`src/rtl/uart_ctrl.sv`:
```
// 8N1 UART with 16x-oversampled receiver, transmitter, automatic echo of every
// received byte and a push-button send path through a one-entry pending buffer.
module uart_ctrl #(
    parameter int unsigned CLK_FREQ   = 100_000_000,
    parameter int unsigned BAUD       = 9600,
    parameter int unsigned OVERSAMPLE = 16
) (
    input  logic       clk,
    input  logic       rst,
    input  logic       btn_start,
    input  logic [7:0] tx_din,
    input  logic       rx,
    output logic [7:0] rx_data,
    output logic       rx_done,
    output logic       tx_done,
    output logic       tx_busy,
    output logic       tx
);
    localparam int unsigned DIV = CLK_FREQ / (BAUD * OVERSAMPLE);
    localparam int unsigned CW  = (DIV > 1) ? $clog2(DIV) : 1;
    localparam int unsigned OW  = (OVERSAMPLE > 1) ? $clog2(OVERSAMPLE) : 1;
    localparam logic [OW-1:0] T_LAST = OW'(OVERSAMPLE - 1);
    localparam logic [OW-1:0] T_HALF = OW'(OVERSAMPLE / 2 - 1);

    localparam logic [1:0] S_IDLE  = 2'd0;
    localparam logic [1:0] S_START = 2'd1;
    localparam logic [1:0] S_DATA  = 2'd2;
    localparam logic [1:0] S_STOP  = 2'd3;

    logic [CW-1:0] div_q;
    logic          tick;
    logic          rx_meta_q, rx_sync_q;

    assign tick = (div_q == CW'(DIV - 1));

    always_ff @(posedge clk) begin
        if (rst || tick) div_q <= '0;
        else             div_q <= div_q + 1'b1;
    end

    always_ff @(posedge clk) begin
        if (rst) begin
            rx_meta_q <= 1'b1;
            rx_sync_q <= 1'b1;
        end else begin
            rx_meta_q <= rx;
            rx_sync_q <= rx_meta_q;
        end
    end

    logic [1:0]    rx_state_q, rx_state_d;
    logic [OW-1:0] rx_tcnt_q, rx_tcnt_d;
    logic [2:0]    rx_bcnt_q, rx_bcnt_d;
    logic [7:0]    rx_shift_q, rx_shift_d, rx_data_q, rx_data_d;
    logic          rx_done_q, rx_done_d;

    always_comb begin
        rx_state_d = rx_state_q;
        rx_tcnt_d  = rx_tcnt_q;
        rx_bcnt_d  = rx_bcnt_q;
        rx_shift_d = rx_shift_q;
        rx_data_d  = rx_data_q;
        rx_done_d  = 1'b0;
        case (rx_state_q)
            S_IDLE: begin
                if (!rx_sync_q) begin
                    rx_state_d = S_START;
                    rx_tcnt_d  = '0;
                end
            end
            S_START: begin
                if (tick) begin
                    // Mid start bit: a line already back high was a glitch
                    if (rx_tcnt_q == T_HALF) begin
                        rx_tcnt_d  = '0;
                        rx_bcnt_d  = '0;
                        rx_state_d = rx_sync_q ? S_IDLE : S_DATA;
                    end else begin
                        rx_tcnt_d = rx_tcnt_q + 1'b1;
                    end
                end
            end
            S_DATA: begin
                if (tick) begin
                    if (rx_tcnt_q == T_LAST) begin
                        rx_tcnt_d  = '0;
                        rx_shift_d = {rx_sync_q, rx_shift_q[7:1]};
                        rx_bcnt_d  = rx_bcnt_q + 1'b1;
                        if (rx_bcnt_q == 3'd7) rx_state_d = S_STOP;
                    end else begin
                        rx_tcnt_d = rx_tcnt_q + 1'b1;
                    end
                end
            end
            default: begin
                if (tick) begin
                    if (rx_tcnt_q == T_LAST) begin
                        rx_data_d  = rx_shift_q;
                        rx_done_d  = 1'b1;
                        rx_state_d = S_IDLE;
                    end else begin
                        rx_tcnt_d = rx_tcnt_q + 1'b1;
                    end
                end
            end
        endcase
    end

    always_ff @(posedge clk) begin
        if (rst) begin
            rx_state_q <= S_IDLE;
            rx_tcnt_q  <= '0;
            rx_bcnt_q  <= '0;
            rx_shift_q <= '0;
            rx_data_q  <= '0;
            rx_done_q  <= 1'b0;
        end else begin
            rx_state_q <= rx_state_d;
            rx_tcnt_q  <= rx_tcnt_d;
            rx_bcnt_q  <= rx_bcnt_d;
            rx_shift_q <= rx_shift_d;
            rx_data_q  <= rx_data_d;
            rx_done_q  <= rx_done_d;
        end
    end

    logic [1:0]    tx_state_q, tx_state_d;
    logic [OW-1:0] tx_tcnt_q, tx_tcnt_d;
    logic [2:0]    tx_bcnt_q, tx_bcnt_d;
    logic [7:0]    tx_shift_q, tx_shift_d, pend_byte_q, pend_byte_d;
    logic          tx_q, tx_d, tx_busy_q, tx_busy_d, tx_done_q, tx_done_d;
    logic          btn_prev_q, pend_valid_q, pend_valid_d;
    logic          req_valid, tx_idle;
    logic [7:0]    req_byte;

    // Echo wins over a same-cycle button edge, which is then lost
    assign req_valid = rx_done_q | (btn_start & ~btn_prev_q);
    assign req_byte  = rx_done_q ? rx_data_q : tx_din;
    assign tx_idle   = (tx_state_q == S_IDLE);

    always_comb begin
        tx_state_d   = tx_state_q;
        tx_tcnt_d    = tx_tcnt_q;
        tx_bcnt_d    = tx_bcnt_q;
        tx_shift_d   = tx_shift_q;
        tx_d         = tx_q;
        tx_busy_d    = tx_busy_q;
        tx_done_d    = 1'b0;
        pend_valid_d = pend_valid_q;
        pend_byte_d  = pend_byte_q;
        case (tx_state_q)
            S_IDLE: begin
                if (pend_valid_q || req_valid) begin
                    tx_state_d = S_START;
                    tx_tcnt_d  = '0;
                    tx_d       = 1'b0;
                    tx_busy_d  = 1'b1;
                    tx_shift_d = pend_valid_q ? pend_byte_q : req_byte;
                end
            end
            S_START: begin
                if (tick) begin
                    if (tx_tcnt_q == T_LAST) begin
                        tx_tcnt_d  = '0;
                        tx_bcnt_d  = '0;
                        tx_d       = tx_shift_q[0];
                        tx_shift_d = {1'b0, tx_shift_q[7:1]};
                        tx_state_d = S_DATA;
                    end else begin
                        tx_tcnt_d = tx_tcnt_q + 1'b1;
                    end
                end
            end
            S_DATA: begin
                if (tick) begin
                    if (tx_tcnt_q == T_LAST) begin
                        tx_tcnt_d = '0;
                        if (tx_bcnt_q == 3'd7) begin
                            tx_d       = 1'b1;
                            tx_state_d = S_STOP;
                        end else begin
                            tx_bcnt_d  = tx_bcnt_q + 1'b1;
                            tx_d       = tx_shift_q[0];
                            tx_shift_d = {1'b0, tx_shift_q[7:1]};
                        end
                    end else begin
                        tx_tcnt_d = tx_tcnt_q + 1'b1;
                    end
                end
            end
            default: begin
                if (tick) begin
                    if (tx_tcnt_q == T_LAST) begin
                        tx_done_d  = 1'b1;
                        tx_busy_d  = 1'b0;
                        tx_state_d = S_IDLE;
                    end else begin
                        tx_tcnt_d = tx_tcnt_q + 1'b1;
                    end
                end
            end
        endcase
        // Draining the buffer frees it for a request arriving in the same cycle
        if (tx_idle && pend_valid_q) begin
            pend_valid_d = req_valid;
            pend_byte_d  = req_byte;
        end else if (req_valid && !tx_idle && !pend_valid_q) begin
            pend_valid_d = 1'b1;
            pend_byte_d  = req_byte;
        end
    end

    always_ff @(posedge clk) begin
        if (rst) begin
            tx_state_q   <= S_IDLE;
            tx_tcnt_q    <= '0;
            tx_bcnt_q    <= '0;
            tx_shift_q   <= '0;
            tx_q         <= 1'b1;
            tx_busy_q    <= 1'b0;
            tx_done_q    <= 1'b0;
            btn_prev_q   <= 1'b0;
            pend_valid_q <= 1'b0;
            pend_byte_q  <= '0;
        end else begin
            tx_state_q   <= tx_state_d;
            tx_tcnt_q    <= tx_tcnt_d;
            tx_bcnt_q    <= tx_bcnt_d;
            tx_shift_q   <= tx_shift_d;
            tx_q         <= tx_d;
            tx_busy_q    <= tx_busy_d;
            tx_done_q    <= tx_done_d;
            btn_prev_q   <= btn_start;
            pend_valid_q <= pend_valid_d;
            pend_byte_q  <= pend_byte_d;
        end
    end

    assign rx_data = rx_data_q;
    assign rx_done = rx_done_q;
    assign tx_done = tx_done_q;
    assign tx_busy = tx_busy_q;
    assign tx      = tx_q;
endmodule

```
`config.mk`:
```
export PLATFORM = sky130hd
export DESIGN_NAME = uart_ctrl
export DESIGN_NICKNAME = d
export VERILOG_FILES = /design/src/rtl/uart_ctrl.sv
export SDC_FILE = /design/constraint.sdc
export NUM_CORES = 1
export LEC_CHECK = 0
export CAP_MARGIN = 15
export CELL_PAD_IN_SITES_DETAIL_PLACEMENT = 0
export CELL_PAD_IN_SITES_GLOBAL_PLACEMENT = 2
export CORE_ASPECT_RATIO = 0.8
export CORE_UTILIZATION = 40
export CTS_CLUSTER_DIAMETER = 60
export DETAILED_ROUTE_END_ITERATION = 8
export PLACE_DENSITY_LB_ADDON = 0.1
export SYNTH_ARGS = -nofsm -noshare
export SYNTH_HDL_FRONTEND = slang
export SYNTH_SLANG_ARGS = --single-unit
```
`constraint.sdc`:
```
create_clock -name clk -period 3.2 [get_ports clk]
set_input_delay 0.32 -clock clk [delete_from_list [all_inputs] [get_ports clk]]
set_output_delay 0.32 -clock clk [all_outputs]
set_load 0.02 [all_outputs]
```
==> qor.yml <==
run_status:
  status: "complete, no violations"
pwr:
  power.density_nw_per_um2: 691
  peakVddDrop_mv: 0.403
  p_leak_nw: 1.65
  power_mw: 2.82
global_route:
  grt_pass1_vias: 2603
  grt_first_pass_wirelength_mm: 13.1
  grt_start_max_net_pins: 37
  grt-ovfl-total: 0
  grt_usage: 0.183
  antenna_found_initial: 0
timing:
  slew_violations: 0
  finalSetupViolations: 0
  relSlewSlack: 0.548
  setup_tns_ps: 0
  whs_ps: 402
  min_period_over_period: 0.701
  min_period_ps: 2240
  rsz0062_at_grt: "no"
  fmax_ghz: 0.446
  finClkSkew_ps: 7.10
  final_hold_viol_count: 0
  worst_pin_slew_ps: 673
  setup_ws_ps: 956
synthesis:
  synth_cell_types: 57
  ys_async_sr_fraction: 0
  synth_cells: 391
  synth_seq_cells: 68
  yosysSeqAreaShare: 0.384
  syn_avg_cell_area_sq_um: 9.07
  syn_area_sq_um: 3550
  synth_ff_type: "dfxtp_1"
  ys_warn_count: 0
  synth_edf_count: 0
  synth_nets: 420
cells_and_area:
  area_growth_syn_to_layout_pct: 15.1
  drive_gt1_frac: 0.131
  fillerInstances: 835
  utilization: 0.477
  nets: 437
  antenna_cells: 0
  layout_commonest_cell: "dfxtp_1"
  final_cell_mix: "dfxtp_1, nand2_1, mux2i_1, a21oi_1"
critical_path:
  arrival_ps: 2490
  worstReg2RegStart: "tx_state_q[0]$_SDFFE_PP0P_"
  r2r_end: "tx_shift_q[4]$_SDFFE_PP0P_"
  path_cells: "inv_1 > ha_1 > nor2b_1 > and3_1 > a211o_1 > mux2_4"
  crit_cells: 6
  cp.required_ps: 3440
  end_kind: "flop"
  endpoint: "tx_shift_q[4]$_SDFFE_PP0P_"
  rr_worst_depth: 6
  cp_slowest_cell: "a211o_1"
  start_kind: "flop"
  slowest_delay_ps: 430
  critPathBufInv: 1
  r2r_slack_ps: 960
  critPathTopFamily: "simple AND/OR/NAND/NOR gates"
  cp_max_fo: 11
  startpoint: "tx_state_q[0]$_SDFFE_PP0P_"
  path_class: "reg2reg"
place:
  dpl_worst_slack_ps: 985
  io_buffer_count: 23
  hpwl_mm: 5.26
  place_congestion: 0.755
detailed_routing:
  drt_iter0_drc: 102
  wl_mm: 7.76
  routedWlPerCell_um: 14.8
  avgViaCountPerCell: 5.26
  ant_nets: 0
  vias: 2762
  dr.pass1.iters: 4
  drc: 0
clock_network:
  clkTransAtPathRegs_ps: 80
  clock-sinks: 68
  cts.repair.resized: 0
  cts_made_buffers: 9
  postCtsSetupRepairBufs: 0
  holdBufCountCts: 0
  clk_latency_ps: 360
  cts_buffer_depth: 2
  root_buffer: "clkbuf_8"
  htreeDepth: 3
  cts_tree: "done"
die:
  die_w_um: 107
  rows: 30
  io_pins: 24
  core_area_sq_um: 8560
  initial_core_util: 0.414
  die_y_um: 86.2
  die_area_sq_um: 9250
worst_hold_path:
  hp-class: "reg2reg"
job:
  maxCapViolations: 0
==> stage by stage <==
step                      cells  area, sq um
after floorplan             391         3550
after global placement      509         3840
after detailed placement    509         3840
after CTS                   525         4080
after global routing        525         4080
final                       525         4080
==> cell type report <==
type                    count  area, sq um  share of cell area
clock buffers              10          128              0.0313
clock inverters             6          113              0.0276
inverters                  10         37.5             0.00920
multi-input cells         292         2050               0.502
flip-flops and latches     68         1360               0.334
well taps                 112          140              0.0343
repair buffers             27          255              0.0625
==> cells in the mapped netlist, drive strengths merged (6+ instances only) <==
library cell	count	area, sq um
nor2b	10	62.6
mux2i	26	260
and3	9	57.6
nor3	20	100
nand2	44	165
o211ai	11	82.6
nand3	9	55.1
inv	9	33.8
a21oi	26	130
or2	6	37.5
dfxtp	68	1360
mux2	16	210
ha	17	213
clkbuf	11	42.5
nand2b	10	62.6
o21ai	10	50.1
nor2	23	93.8
buf	10	58.8
==> worst register-to-register path, stage by stage, from the launching register on <==
cell,delay (ps)
dfxtp_1,340
inv_1,80
ha_1,390
nor2b_1,290
and3_1,250
a211o_1,430
mux2_4,350
==> flip-flops by register name, summed over array words and instances (netlist names), 3 cells and up <==
register     flops
tx_shift_q       8
tx_bcnt_q        3
rx_tcnt_q        4
rx_data          8
tx_tcnt_q        4
pend_byte_q      8
rx_shift_q       8
div_q           10
rx_bcnt_q        3
==> worst min-delay path by stage <==
stage | to | slack (ps) | cells past startpoint | from
floorplan | rx_sync_q$_SDFF_PP1_ | 390 | 1 | rx_meta_q$_SDFF_PP1_
CTS | rx_sync_q$_SDFF_PP1_ | 400 | 1 | rx_meta_q$_SDFF_PP1_
global placement | rx_sync_q$_SDFF_PP1_ | 390 | 1 | rx_meta_q$_SDFF_PP1_
detailed placement | rx_sync_q$_SDFF_PP1_ | 390 | 1 | rx_meta_q$_SDFF_PP1_
global route | rx_sync_q$_SDFF_PP1_ | 420 | 1 | rx_meta_q$_SDFF_PP1_
finish | rx_sync_q$_SDFF_PP1_ | 400 | 1 | rx_meta_q$_SDFF_PP1_
==> cells by family after synthesis <==
family	Yosys count	share of synthesized area
fa+ha+maj	17	0.0600
buf+inv	31	0.0391
flops	68	0.384
mux	42	0.133
xor+xnor	8	0.0198
simple gates	153	0.230
compound gates	72	0.135
==> where the power goes <==
group	switching [mW]	internal (mW)	leakage [nW]
Combinational	0.495	0.426	0.977
Sequential	0.0741	0.961	0.552
Clock	0.345	0.519	0.120
==> metal layers <==
metal | global-route usage | routed length (um) | vias to the layer above
li1 | - | - | 1425
met1 | 0.249 | 4070 | 1286
met2 | 0.267 | 3280 | 46
met3 | 0.0669 | 336 | 5
met4 | 0.0585 | 73 | 0
met5 | 0 | 0 | -
Power figures use the tool's default switching activity.
